--- src/rtl/pr_loopback_array_if.sv ---
// Handshake bundle for the loopback array: per-channel input/output streams,
// global transform mode and decouple, plus status outputs.
interface pr_loopback_array_if #(
    parameter int NUM_CH = 4,
    parameter int DATA_W = 32,
    parameter int CNT_W  = 32
);
    logic                       decouple;
    logic [1:0]                 mode;
    logic [NUM_CH-1:0]          in_valid;
    logic [NUM_CH*DATA_W-1:0]   in_data;
    logic [NUM_CH-1:0]          in_ready;
    logic [NUM_CH-1:0]          out_valid;
    logic [NUM_CH*DATA_W-1:0]   out_data;
    logic [NUM_CH-1:0]          out_ready;
    logic [NUM_CH*CNT_W-1:0]    pkt_count;
    logic                       busy;

    // Shell side: produces input words and consumes output words.
    modport master (
        output decouple, mode, in_valid, in_data, out_ready,
        input  in_ready, out_valid, out_data, pkt_count, busy
    );

    // Reconfigurable-module side.
    modport slave (
        input  decouple, mode, in_valid, in_data, out_ready,
        output in_ready, out_valid, out_data, pkt_count, busy
    );
endinterface

--- src/rtl/pr_loopback_array.sv ---
// NUM_CH independent loopback channels. Each channel buffers up to DEPTH words,
// transforms them on enqueue and counts popped words. Decouple gates every
// handshake without disturbing stored state.
module pr_loopback_array #(
    parameter int NUM_CH = 4,
    parameter int DATA_W = 32,
    parameter int DEPTH  = 4,
    parameter int CNT_W  = 32
) (
    input  logic clock,
    input  logic reset,
    pr_loopback_array_if.slave bus
);
    localparam int PTR_W = $clog2(DEPTH);
    localparam int OCC_W = $clog2(DEPTH + 1);
    localparam int NBYTE = DATA_W / 8;

    logic [NUM_CH-1:0]        in_ready_w;
    logic [NUM_CH-1:0]        out_valid_w;
    logic [NUM_CH-1:0]        nonempty_w;
    logic [NUM_CH*DATA_W-1:0] out_data_w;
    logic [NUM_CH*CNT_W-1:0]  pkt_count_w;

    genvar gi;
    generate
        for (gi = 0; gi < NUM_CH; gi++) begin : g_ch
            localparam logic [DATA_W-1:0] CH_IDX = DATA_W'(gi);

            logic [DATA_W-1:0] mem [DEPTH];
            logic [PTR_W-1:0]  wr_ptr_reg;
            logic [PTR_W-1:0]  rd_ptr_reg;
            logic [OCC_W-1:0]  occ_reg;
            logic [CNT_W-1:0]  cnt_reg;
            logic              full;
            logic              empty;
            logic              push;
            logic              pop;
            logic [DATA_W-1:0] in_word;
            logic [DATA_W-1:0] rev_word;
            logic [DATA_W-1:0] stored_next;

            assign in_word = bus.in_data[gi*DATA_W +: DATA_W];
            assign full    = (occ_reg == OCC_W'(DEPTH));
            assign empty   = (occ_reg == '0);

            // Handshakes depend on registered state only; reset and decouple gate them.
            assign in_ready_w[gi]  = !full && !bus.decouple && !reset;
            assign out_valid_w[gi] = !empty && !bus.decouple;
            assign nonempty_w[gi]  = !empty;
            assign push = bus.in_valid[gi] && in_ready_w[gi];
            assign pop  = out_valid_w[gi] && bus.out_ready[gi];

            assign out_data_w[gi*DATA_W +: DATA_W] = mem[rd_ptr_reg];
            assign pkt_count_w[gi*CNT_W +: CNT_W]  = cnt_reg;

            // Enqueue transform selected by the mode present on the push edge.
            always_comb begin
                rev_word = '0;
                for (int b = 0; b < NBYTE; b++) begin
                    rev_word[b*8 +: 8] = in_word[(NBYTE-1-b)*8 +: 8];
                end
                case (bus.mode)
                    2'd0:    stored_next = in_word;
                    2'd1:    stored_next = ~in_word;
                    2'd2:    stored_next = in_word + CH_IDX;
                    default: stored_next = rev_word;
                endcase
            end

            // Pointers, occupancy and pop counter; reset empties the channel at once.
            always_ff @(posedge clock or posedge reset) begin
                if (reset) begin
                    wr_ptr_reg <= '0;
                    rd_ptr_reg <= '0;
                    occ_reg    <= '0;
                    cnt_reg    <= '0;
                end else begin
                    if (push) wr_ptr_reg <= wr_ptr_reg + 1'b1;
                    if (pop) begin
                        rd_ptr_reg <= rd_ptr_reg + 1'b1;
                        cnt_reg    <= cnt_reg + 1'b1;
                    end
                    case ({push, pop})
                        2'b10:   occ_reg <= occ_reg + 1'b1;
                        2'b01:   occ_reg <= occ_reg - 1'b1;
                        default: occ_reg <= occ_reg;
                    endcase
                end
            end

            // Storage array; contents need no reset because occupancy qualifies them.
            always_ff @(posedge clock) begin
                if (push) mem[wr_ptr_reg] <= stored_next;
            end
        end
    endgenerate

    assign bus.in_ready  = in_ready_w;
    assign bus.out_valid = out_valid_w;
    assign bus.out_data  = out_data_w;
    assign bus.pkt_count = pkt_count_w;
    assign bus.busy      = |nonempty_w;
endmodule

--- src/flat_wrapper.sv ---
// flat-port wrapper written by rule: the top's interface ports become plain ports
module pr_loopback_array_flat 
#(
    parameter int NUM_CH = 4,
    parameter int DATA_W = 32,
    parameter int DEPTH  = 4,
    parameter int CNT_W  = 32
)
  (clock, reset, bus_decouple, bus_mode, bus_in_valid, bus_in_data, bus_out_ready, bus_in_ready, bus_out_valid, bus_out_data, bus_pkt_count, bus_busy);
  pr_loopback_array_if #(.NUM_CH(NUM_CH), .DATA_W(DATA_W), .CNT_W(CNT_W)) bus_i ();
  input  logic clock;
  input  logic reset;
  input wire logic [$bits(bus_i.decouple)-1:0] bus_decouple;
  input wire logic [$bits(bus_i.mode)-1:0] bus_mode;
  input wire logic [$bits(bus_i.in_valid)-1:0] bus_in_valid;
  input wire logic [$bits(bus_i.in_data)-1:0] bus_in_data;
  input wire logic [$bits(bus_i.out_ready)-1:0] bus_out_ready;
  output wire logic [$bits(bus_i.in_ready)-1:0] bus_in_ready;
  output wire logic [$bits(bus_i.out_valid)-1:0] bus_out_valid;
  output wire logic [$bits(bus_i.out_data)-1:0] bus_out_data;
  output wire logic [$bits(bus_i.pkt_count)-1:0] bus_pkt_count;
  output wire logic [$bits(bus_i.busy)-1:0] bus_busy;
  assign bus_i.decouple = bus_decouple;
  assign bus_i.mode = bus_mode;
  assign bus_i.in_valid = bus_in_valid;
  assign bus_i.in_data = bus_in_data;
  assign bus_i.out_ready = bus_out_ready;
  assign bus_in_ready = bus_i.in_ready;
  assign bus_out_valid = bus_i.out_valid;
  assign bus_out_data = bus_i.out_data;
  assign bus_pkt_count = bus_i.pkt_count;
  assign bus_busy = bus_i.busy;
  pr_loopback_array #(.NUM_CH(NUM_CH), .DATA_W(DATA_W), .DEPTH(DEPTH), .CNT_W(CNT_W)) u_core (.clock(clock), .reset(reset), .bus(bus_i));
endmodule
--- config.mk ---
export PLATFORM = sky130hd
export DESIGN_NAME = pr_loopback_array_flat
export DESIGN_NICKNAME = d
export VERILOG_FILES = /design/src/rtl/pr_loopback_array_if.sv /design/src/rtl/pr_loopback_array.sv /design/src/flat_wrapper.sv
export SDC_FILE = /design/constraint.sdc
export NUM_CORES = 1
export LEC_CHECK = 0
export ABC_AREA = 1
export ABC_CLOCK_PERIOD_IN_PS = 7500
export CORE_ASPECT_RATIO = 1.5
export CORE_MARGIN = 8
export CORE_UTILIZATION = 56
export CTS_CLUSTER_DIAMETER = 40
export DETAILED_ROUTE_END_ITERATION = 10
export GPL_TIMING_DRIVEN = 0
export MAX_ROUTING_LAYER = met4
export PLACE_DENSITY = 0.89
export SETUP_SLACK_MARGIN = 0.4
export SYNTH_ARGS = -nofsm -noshare
export SYNTH_HDL_FRONTEND = slang
export SYNTH_SLANG_ARGS = --single-unit
--- constraint.sdc ---
create_clock -name clock -period 7.5 [get_ports clock]
set_clock_uncertainty 0.1 [all_clocks]
set_input_delay 1.875 -clock clock [delete_from_list [all_inputs] [get_ports clock]]
set_output_delay 1.875 -clock clock [all_outputs]
set_load 0.02 [all_outputs]
Word-level counts from Yosys, hierarchy flattened --
Memory sizes are Yosys's and may differ from the RTL's. Index checks and enable logic that the tools add are counted.
Word-level totals: bits in registers 156, bits in latches 0, bits in writable memories 512, memory bits (read-only) 0, bits of input ports 141, output and inout bits 265, logic and storage cells 118, memories 4
Memory list:
- u_core.g_ch[0].mem | words 4, bits a word 32, read ports 1, clocked after memory_dff 0, wr ports 1, line pr_loopback_array.sv:29 | logic [DATA_W-1:0] mem [DEPTH];
- u_core.g_ch[1].mem | words 4, bits a word 32, read ports 1, clocked after memory_dff 0, wr ports 1, line pr_loopback_array.sv:29
- u_core.g_ch[2].mem | words 4, bits a word 32, read ports 1, clocked after memory_dff 0, wr ports 1, line pr_loopback_array.sv:29
- u_core.g_ch[3].mem | words 4, bits a word 32, read ports 1, clocked after memory_dff 0, wr ports 1, line pr_loopback_array.sv:29
Operators by class: $add $sub $neg 23, multiply operators 0, divide/modulo/power cells 0, magnitude comparators 0, equality and inequality tests 14, shift-type cells 0, multiplexer cells 16, bitwise gates (word level) 4, reductions and logical operators 41
Operators by type and width (number):
- case mux 32 bit (3 select lines) | 3
- adder 32 x 1 -> 32 bit, second input constant | 5
- NOT 32 bit | 4
- adder 32 x 2 -> 32 bit, second input constant | 2
- case mux 32 bit (2 select lines) | 1
- case mux 3 bit (2 select lines) | 4
- logical AND 1 bit | 20
- adder 2 x 1 -> 2 bit, second input constant | 8
- adder 3 x 1 -> 3 bit, second input constant | 4
- == test 3 bit, second input constant | 4
- zero test 3 bit | 4
- subtractor 3 x 1 -> 3 bit, second input constant | 4
- == test 2 x 1 -> 1 bit, second input constant | 5
- == test 2 bit, second input constant | 5
- zero test 1 bit | 10
- 2-to-1 mux 1 bit | 8
- nonzero test 2 bit | 4
- OR reduction 4 bit | 1
- zero test 2 bit | 1
- OR reduction 2 bit | 1

Longest topological paths before layout --
Gate-level depths: netlist of run 1.
depth after elaboration 7, gate-level depth with buffers 12, mapped depth without buffers 10

Worst setup path after synthesis of run 1 --
OpenSTA, ideal clock, no wires.
path kind input -> register, start input port bus_decouple, end memory u_core.g_ch[2].mem[0][0] (enable), library setup time 0.421 ns, arrival 4.156 ns, data required time 6.979 ns, slack 2.823 ns, cell stages on the path 5, path buffers 0, path through nor2_1 -> inv_1 -> a31oi_1 -> nand2_1 -> nor2_1
Between the ends: longest elaborated chain between the ends 6
RTL lines:
- from (decl) | line flat_wrapper.sv:13 | input wire logic [$bits(bus_i.decouple)-1:0] bus_decouple;
- zero test 1 bit | line pr_loopback_array.sv:47 | assign in_ready_w[gi] = !full && !bus.decouple && !reset;
- logical AND 1 bit (2 in a row) | line pr_loopback_array.sv:47
- net bus_in_ready[2] | line flat_wrapper.sv:18 | output wire logic [$bits(bus_i.in_ready)-1:0] bus_in_ready;
- logical AND 1 bit | line pr_loopback_array.sv:50 | assign push = bus.in_valid[gi] && in_ready_w[gi];
- 2-to-1 mux 1 bit | line pr_loopback_array.sv:93 | if (push) mem[wr_ptr_reg] <= stored_next;
- 2-to-1 mux 1 bit (implied by the code) | line pr_loopback_array.sv:93
- to (decl) | line pr_loopback_array.sv:29
The timed path passes the listed nets, and every way through them passes these cells.

Worst setup path in the final report of run 1 --
start input port bus_decouple, end output port bus_in_ready[2]
Between the ends: longest elaborated chain between the ends 3
RTL lines (line):
- zero test 1 bit | pr_loopback_array.sv:47
- logical AND 1 bit (2 in a row) | pr_loopback_array.sv:47
- to (decl) | flat_wrapper.sv:18
No other way between the ends.

==> run_results.csv, run 1 <==
group,metric,value,unit
placement,dp_hpwl,80000,µm
sta,slew_headroom,32.4,%
die,start_util,56.5,%
worst_setup_path,critPathArrivalTime,3.75,ns
global_route,globalRouteTotalUtil,32.9,%
detailed_routing,drc_errors,0,
die,ios,406,
synthesis,synth_xor_xnor_area_share,2.41,%
detailed_routing,routed_wl,110000,µm
worst_setup_path,crit_path_end_kind,"output port",
global_route,grt_first_pass_wirelength,162000,µm
worst_setup_path,critPathLaunchType,"input pin",
pwr,leakage,0.0155,µW
worst_setup_path,required,5.53,ns
finish,instances_no_fill,4832,
detailed_routing,vias,28500,
synthesis,synth-simple-area-share,22.4,%
synthesis,async_flop_share,23.4,%
pwr,p_per_area,320,nW/µm²
synthesis,synth_area_leader_cell,"edfxtp_1",
placement,port-buffer-count,404,
cts,cts_max_path_buffers,3,
finish,largest_reg_flops,512,
cts,post_cts_resize_count,0,
synthesis,ys_ff_latch,668,
global_route,gr-total-overflow,0,
cts,clock_latency,0.62,ns
sta,rsz0062_at_grt,"no",
finish,areaGrowthSynthToFinish,24.6,%
synthesis,synth_mux_area_share,0,%
synthesis,ys_seq_area_share,58.9,%
detailed_routing,wl_per_cell,22.7,µm
synthesis,synth_common_cells,"773 x nand2_1, 530 x nor2_1, 512 x edfxtp_1, 295 x o21ai_0, 293 x inv_1",
detailed_routing,drt_iter0_markers,3448,
sta,hold_violations,0,
synthesis,synth_compound_gate_area_share,9.68,%
synthesis,synth-edff-count,512,
detailed_routing,avgViaCountPerCell,5.90,
worst_setup_path,cp_max_fo,6,
cts,path_clk_slew,0.05,ns
synthesis,avgSynthCellArea,9.41,µm²
outcome,status,"finished clean",
worst_hold_path,hp-class,"register to register",
detailed_routing,ant_nets,0,
finish,layout-drive-gt1-share,7.32,%
synthesis,synthFlopType,"edfxtp_1",
global_route,grt_pass1_vias,27900,
global_route,grt_max_degree,105,
die,core,57800,µm²
placement,gp_congestion,1.01,
sta,setup_viol,0,
finish,n_fill_cell,4171,
sta,setup_tns,0,ns
cts,post-cts-setup-buffers,0,
synthesis,synth_area_leaders,"edfxtp_1 47%, dfrtp_1 12%, nand2_1 8.9%",
synthesis,synth_top_family_by_area,"simple AND/OR/NAND/NOR gates",
synthesis,synth_most_common_cell,"nand2_1",
cts,htree_levels,3,
cts,cts_tree,"built",
die,die_y,312,µm
cts,root_buffer,"clkbuf_16",
placement,dp.cells,4668,
run,maxCapViolations,0,
synthesis,yosys_warnings,0,
die,dieArea,66600,µm²
cts,cts_sinks,668,
die,die_x,213,µm
cts,ctsHoldBuffers,0,
sta,finalMaxSlewViolations,0,
synthesis,synthCells,3477,
sta,max_freq,175,MHz
synthesis,synth_nets,3649,
finish,final_nets,4144,
pwr,worst_ir_drop_vdd,0.000334,V
sta,tightest_slew,1.01,ns
synthesis,synth_top_area_share,47.0,%
synthesis,syn_area,32700,µm²
synthesis,ys_types,44,
worst_setup_path,crit_type,"input pin to output port",
sta,post-route-period-util,76.3,%
sta,min_period,5.72,ns
die,num_rows,108,
detailed_routing,firstDrtPassIters,9,
global_route,antenna_found_initial,30,
cts,cts_buffers,72,
synthesis,synth_adder_area_share,1.28,%
-- cells in the final DEF (no fill, tap or decap), drive strengths merged, types with 75 or more instances in the layout --
cell / count
nand2: 784
nor2: 560
edfxtp: 512
clkdlybuf4s50: 404
o21ai: 312
inv: 309
nand3: 241
dfrtp: 156
clkbuf: 156
o22ai: 130
buf: 75
-- cell families after synthesis --
family / Yosys count
and+or+nand+nor: 1709
DFF: 668
AOI/OAI and AO/OA: 544
buffers and inverters: 435
xor gates and xnor gates: 90
adders and majority gates: 31
-- worst paths after layout --
path,start,endpoint,slack [ns],cells past startpoint
max in group asynchronous,reset,u_core.g_ch[3].rd_ptr_reg[0],4.74,3
worst max register to register,u_core.g_ch[3].occ_reg[0],u_core.g_ch[3].occ_reg[2],4.78,12
worst max-delay path,bus_decouple,bus_in_ready[2],1.78,5
worst min register to register,u_core.g_ch[0].occ_reg[0],u_core.g_ch[0].occ_reg[0],0.36,1
min in group asynchronous,reset,u_core.g_ch[2].cnt_reg[11],1.63,2
worst min-delay path,u_core.g_ch[0].occ_reg[0],u_core.g_ch[0].occ_reg[0],0.36,1
-- worst max-delay path, stage by stage --
cell and delay (ns):
clkdlybuf4s50_1 0.55, nor2_1 0.18, inv_1 0.15, a31oi_1 0.31
clkdlybuf4s50_1 0.68
-- power breakdown --
part	switching (µW)	internal (µW)	total, µW
combinational	3150	1740	4890
sequential	177	4320	4490
clock	1550	2100	3650
-- cell type report --
| class | instances | area, µm² | area share (%) |
|---|---|---|---|
| Sequential cell | 668 | 19300 | 47.3 |
| Multi-Input combinational cell | 2374 | 11800 | 29.0 |
| Timing Repair Buffer | 421 | 4400 | 10.8 |
| Clock buffer | 82 | 1880 | 4.61 |
| Inverter | 303 | 1150 | 2.81 |
| Tap cell | 770 | 963 | 2.36 |
| Clock inverter | 49 | 607 | 1.49 |
| Buffer | 132 | 599 | 1.47 |
| Antenna cell | 33 | 82.6 | 0.203 |
-- through the flow --
step | setup WS [ns] | area, µm² | utilization [%] | hold WS (ns) | power, µW
2_1_floorplan | 1.32 | 32700 | - | 0.337 | 7060
3_5_place_dp | 1.84 | 38200 | 66.0 | 0.354 | 9380
3_3_place_gp | -1.31 | 37700 | 65.2 | 0.354 | 9200
5_1_grt | 1.72 | 40800 | 70.5 | 0.385 | 13500
4_1_cts | 1.80 | 40700 | 70.3 | 0.366 | 13000
6_report | 1.78 | 40800 | 70.5 | 0.361 | 13000
-- metal layers --
layer,track usage (%),part of all wire [%],vias to the layer above
met1,36.1,35,13400
met3,7.05,9.3,379
met2,54.4,49,1818
li1,-,-,12900
met5,-,0,-
met4,19.6,6.7,0
No activity file was read; power rests on OpenSTA's default activity.
==> run 2: changes to the inputs <==
Settings changed: ABC_CLOCK_PERIOD_IN_PS 7500 to 5210, CORE_UTILIZATION 56 to 51, PLACE_DENSITY 0.89 to 0.86.
Clock period 7.5 ns to 5.21 ns, I/O delays scaled along.
==> run 2 against run 1 <==
  * Global-route usage fell by 2.6 points
  * Critical path depth increased by 2
  * Non-clock buffer count is 3 higher
  * Core utilization shrank 5.7 points
  * Final area up 0.65%
  * Clock-buffer cell count increased by 9
  * Worst setup slack lost 1.1 ns
  * Clock power rose by 51%
  * Sequential share of layout area is 0.31 points lower
  * Combinational power up 44%
  * Die area is 9.2% higher
  * Highest routed layer unchanged
==> run_results.csv, run 2 (synthesized netlist as in run 1, its figures left out) <==
group,metric,value,unit
pwr,worst_ir_drop_vdd,0.000448,V
placement,gp_congestion,1.03,
pwr,p_per_area,463,nW/µm²
sta,post-route-period-util,87.3,%
worst_setup_path,crit_type,"register to output port",
sta,min_period,4.55,ns
pwr,clockPowerShare,28.9,%
finish,largest_reg_flops,512,
pwr,sw_frac_of_total,37.5,%
sta,slew_headroom,32.1,%
die,core,63300,µm²
sta,max_freq,220,MHz
sta,rsz0062_at_grt,"no",
die,ios,406,
worst_setup_path,crit_top_cell,"buf_2",
detailed_routing,vias,28400,
global_route,antenna_found_initial,26,
finish,final_design_area_no_fill,41000,µm²
worst_setup_path,startpoint,"u_core.g_ch[0].rd_ptr_reg[0]",
cts,cts_buffers,78,
worst_setup_path,r2r-start,"u_core.g_ch[3].occ_reg[0]",
die,die_x,223,µm
detailed_routing,wl_per_cell,22.6,µm
die,start_util,51.6,%
detailed_routing,ant_nets,0,
sta,hold_violations,0,
sta,tightest_slew,1.01,ns
detailed_routing,drc_errors,0,
worst_setup_path,critPathMaxStageDelay,0.70,ns
pwr,combPwrFrac,37.0,%
cts,post-cts-setup-buffers,0,
cts,cts_sinks,668,
finish,areaGrowthSynthToFinish,25.5,%
finish,instances_no_fill,4876,
detailed_routing,avgViaCountPerCell,5.83,
cts,cts_max_path_buffers,3,
worst_setup_path,r2r_end,"u_core.g_ch[3].occ_reg[2]",
finish,final_nets,4153,
finish,final_common_cell,"nand2_1",
placement,dp_hpwl,81300,µm
global_route,gr-total-overflow,0,
worst_setup_path,worst-r2r-cell-count,12,
pwr,internal-power,11900,µW
placement,dp.cells,4706,
cts,root_buffer,"clkbuf_16",
sta,finalMaxSlewViolations,0,
cts,clock_latency,0.63,ns
cts,post_cts_resize_count,0,
detailed_routing,routed_wl,110000,µm
finish,layout-drive-gt1-share,7.79,%
global_route,grt_max_degree,43,
cts,cts_tree,"built",
worst_setup_path,r2r_slack,2.44,ns
cts,ctsHoldBuffers,0,
die,dieArea,72700,µm²
sta,hold_slack,0.363,ns
die,die_y,326,µm
cts,path_clk_slew,0.06,ns
worst_setup_path,required,3.81,ns
worst_setup_path,crit_path_end_kind,"output port",
die,num_rows,113,
detailed_routing,drt_iter0_markers,3300,
pwr,total_power,19000,µW
finish,final_cell_mix,"773 x nand2_1, 514 x nor2_1, 512 x edfxtp_1",
worst_setup_path,crit_end,"bus_out_data[19]",
worst_setup_path,critPathSlowestCell,"clkdlybuf4s50_1",
worst_hold_path,hp-class,"register to register",
placement,postPlaceCellArea,38300,µm²
pwr,leakage,0.0156,µW
pwr,seqPwrFrac,34.0,%
placement,port-buffer-count,404,
detailed_routing,firstDrtPassIters,6,
finish,finalCoreUtilization,64.8,%
worst_setup_path,cp_max_fo,10,
worst_setup_path,crit_path_cell_trace,"buf_2 > inv_1 > buf_2 > clkbuf_1 > o21ai_0 > o22ai_1 > clkdlybuf4s50_1",
run,maxCapViolations,0,
pwr,switching_power,7130,µW
global_route,grt_pass1_vias,27800,
worst_setup_path,critPathLaunchType,"register",
cts,htree_levels,3,
worst_setup_path,critPathArrivalTime,3.15,ns
sta,setup_viol,0,
global_route,globalRouteTotalUtil,30.3,%
outcome,status,"finished clean",
global_route,grt_first_pass_wirelength,165000,µm
run 2: per-stage QoR:
step | TNS (ns) | setup WS (ns)
floorplan | 0 | 1.11
global placement | -239.38 | -0.587
detailed placement | 0 | 0.717
CTS | 0 | 0.658
global route | 0 | 0.548
finish | 0 | 0.662
run 2: worst max-delay path, delay by kind of cell, from the launching register on:
| kind | cells | cell delay, ns |
|---|---|---|
| buf+inv | 5 | 1.63 |
| compound gates | 2 | 0.51 |
| flops | 1 | 0.37 |
run 2: how the worst min path moves through the flow:
| stage | start | endpoint | slack [ns] | depth (start not counted) |
|---|---|---|---|---|
| floorplan | u_core.g_ch[0].occ_reg[0] | u_core.g_ch[0].occ_reg[0] | 0.34 | 1 |
| global placement | u_core.g_ch[0].occ_reg[0] | u_core.g_ch[0].occ_reg[0] | 0.36 | 1 |
| detailed placement | u_core.g_ch[0].occ_reg[0] | u_core.g_ch[0].occ_reg[0] | 0.36 | 1 |
| CTS | u_core.g_ch[0].occ_reg[0] | u_core.g_ch[0].occ_reg[0] | 0.37 | 1 |
| global route | u_core.g_ch[0].occ_reg[0] | u_core.g_ch[0].occ_reg[0] | 0.39 | 1 |
| finish | u_core.g_ch[0].occ_reg[0] | u_core.g_ch[0].occ_reg[0] | 0.36 | 1 |
run 2: layer usage:
layer | wire, µm | global-route usage, % | vias up
met5 | 0 | - | -
met1 | 39600 | 33.3 | 13400
met4 | 6820 | 17.6 | 0
met3 | 10200 | 7.22 | 373
met2 | 53800 | 50.0 | 1711
li1 | - | - | 12900
run 2: power by group through the flow:
stage / clock, µW / sequential [µW] / combinational [µW]
after CTS: 5540 / 6460 / 7050
after global routing: 5750 / 6500 / 7490
after floorplan: 0 / 6590 / 3570
after global placement: 0 / 6570 / 6760
final: 5500 / 6470 / 7040
after detailed placement: 0 / 6570 / 6990
run 2: layout make-up:
cell class / instances / area, µm²
Tap cell: 805 / 1010
Multi-Input combinational cell: 2374 / 11800
Timing Repair Buffer: 424 / 4490
Buffer: 132 / 599
Sequential cell: 668 / 19300
Fill cell: 4855 / 22300
Clock buffer: 91 / 2130
Inverter: 303 / 1140
Antenna cell: 26 / 65.1
Clock inverter: 53 / 513
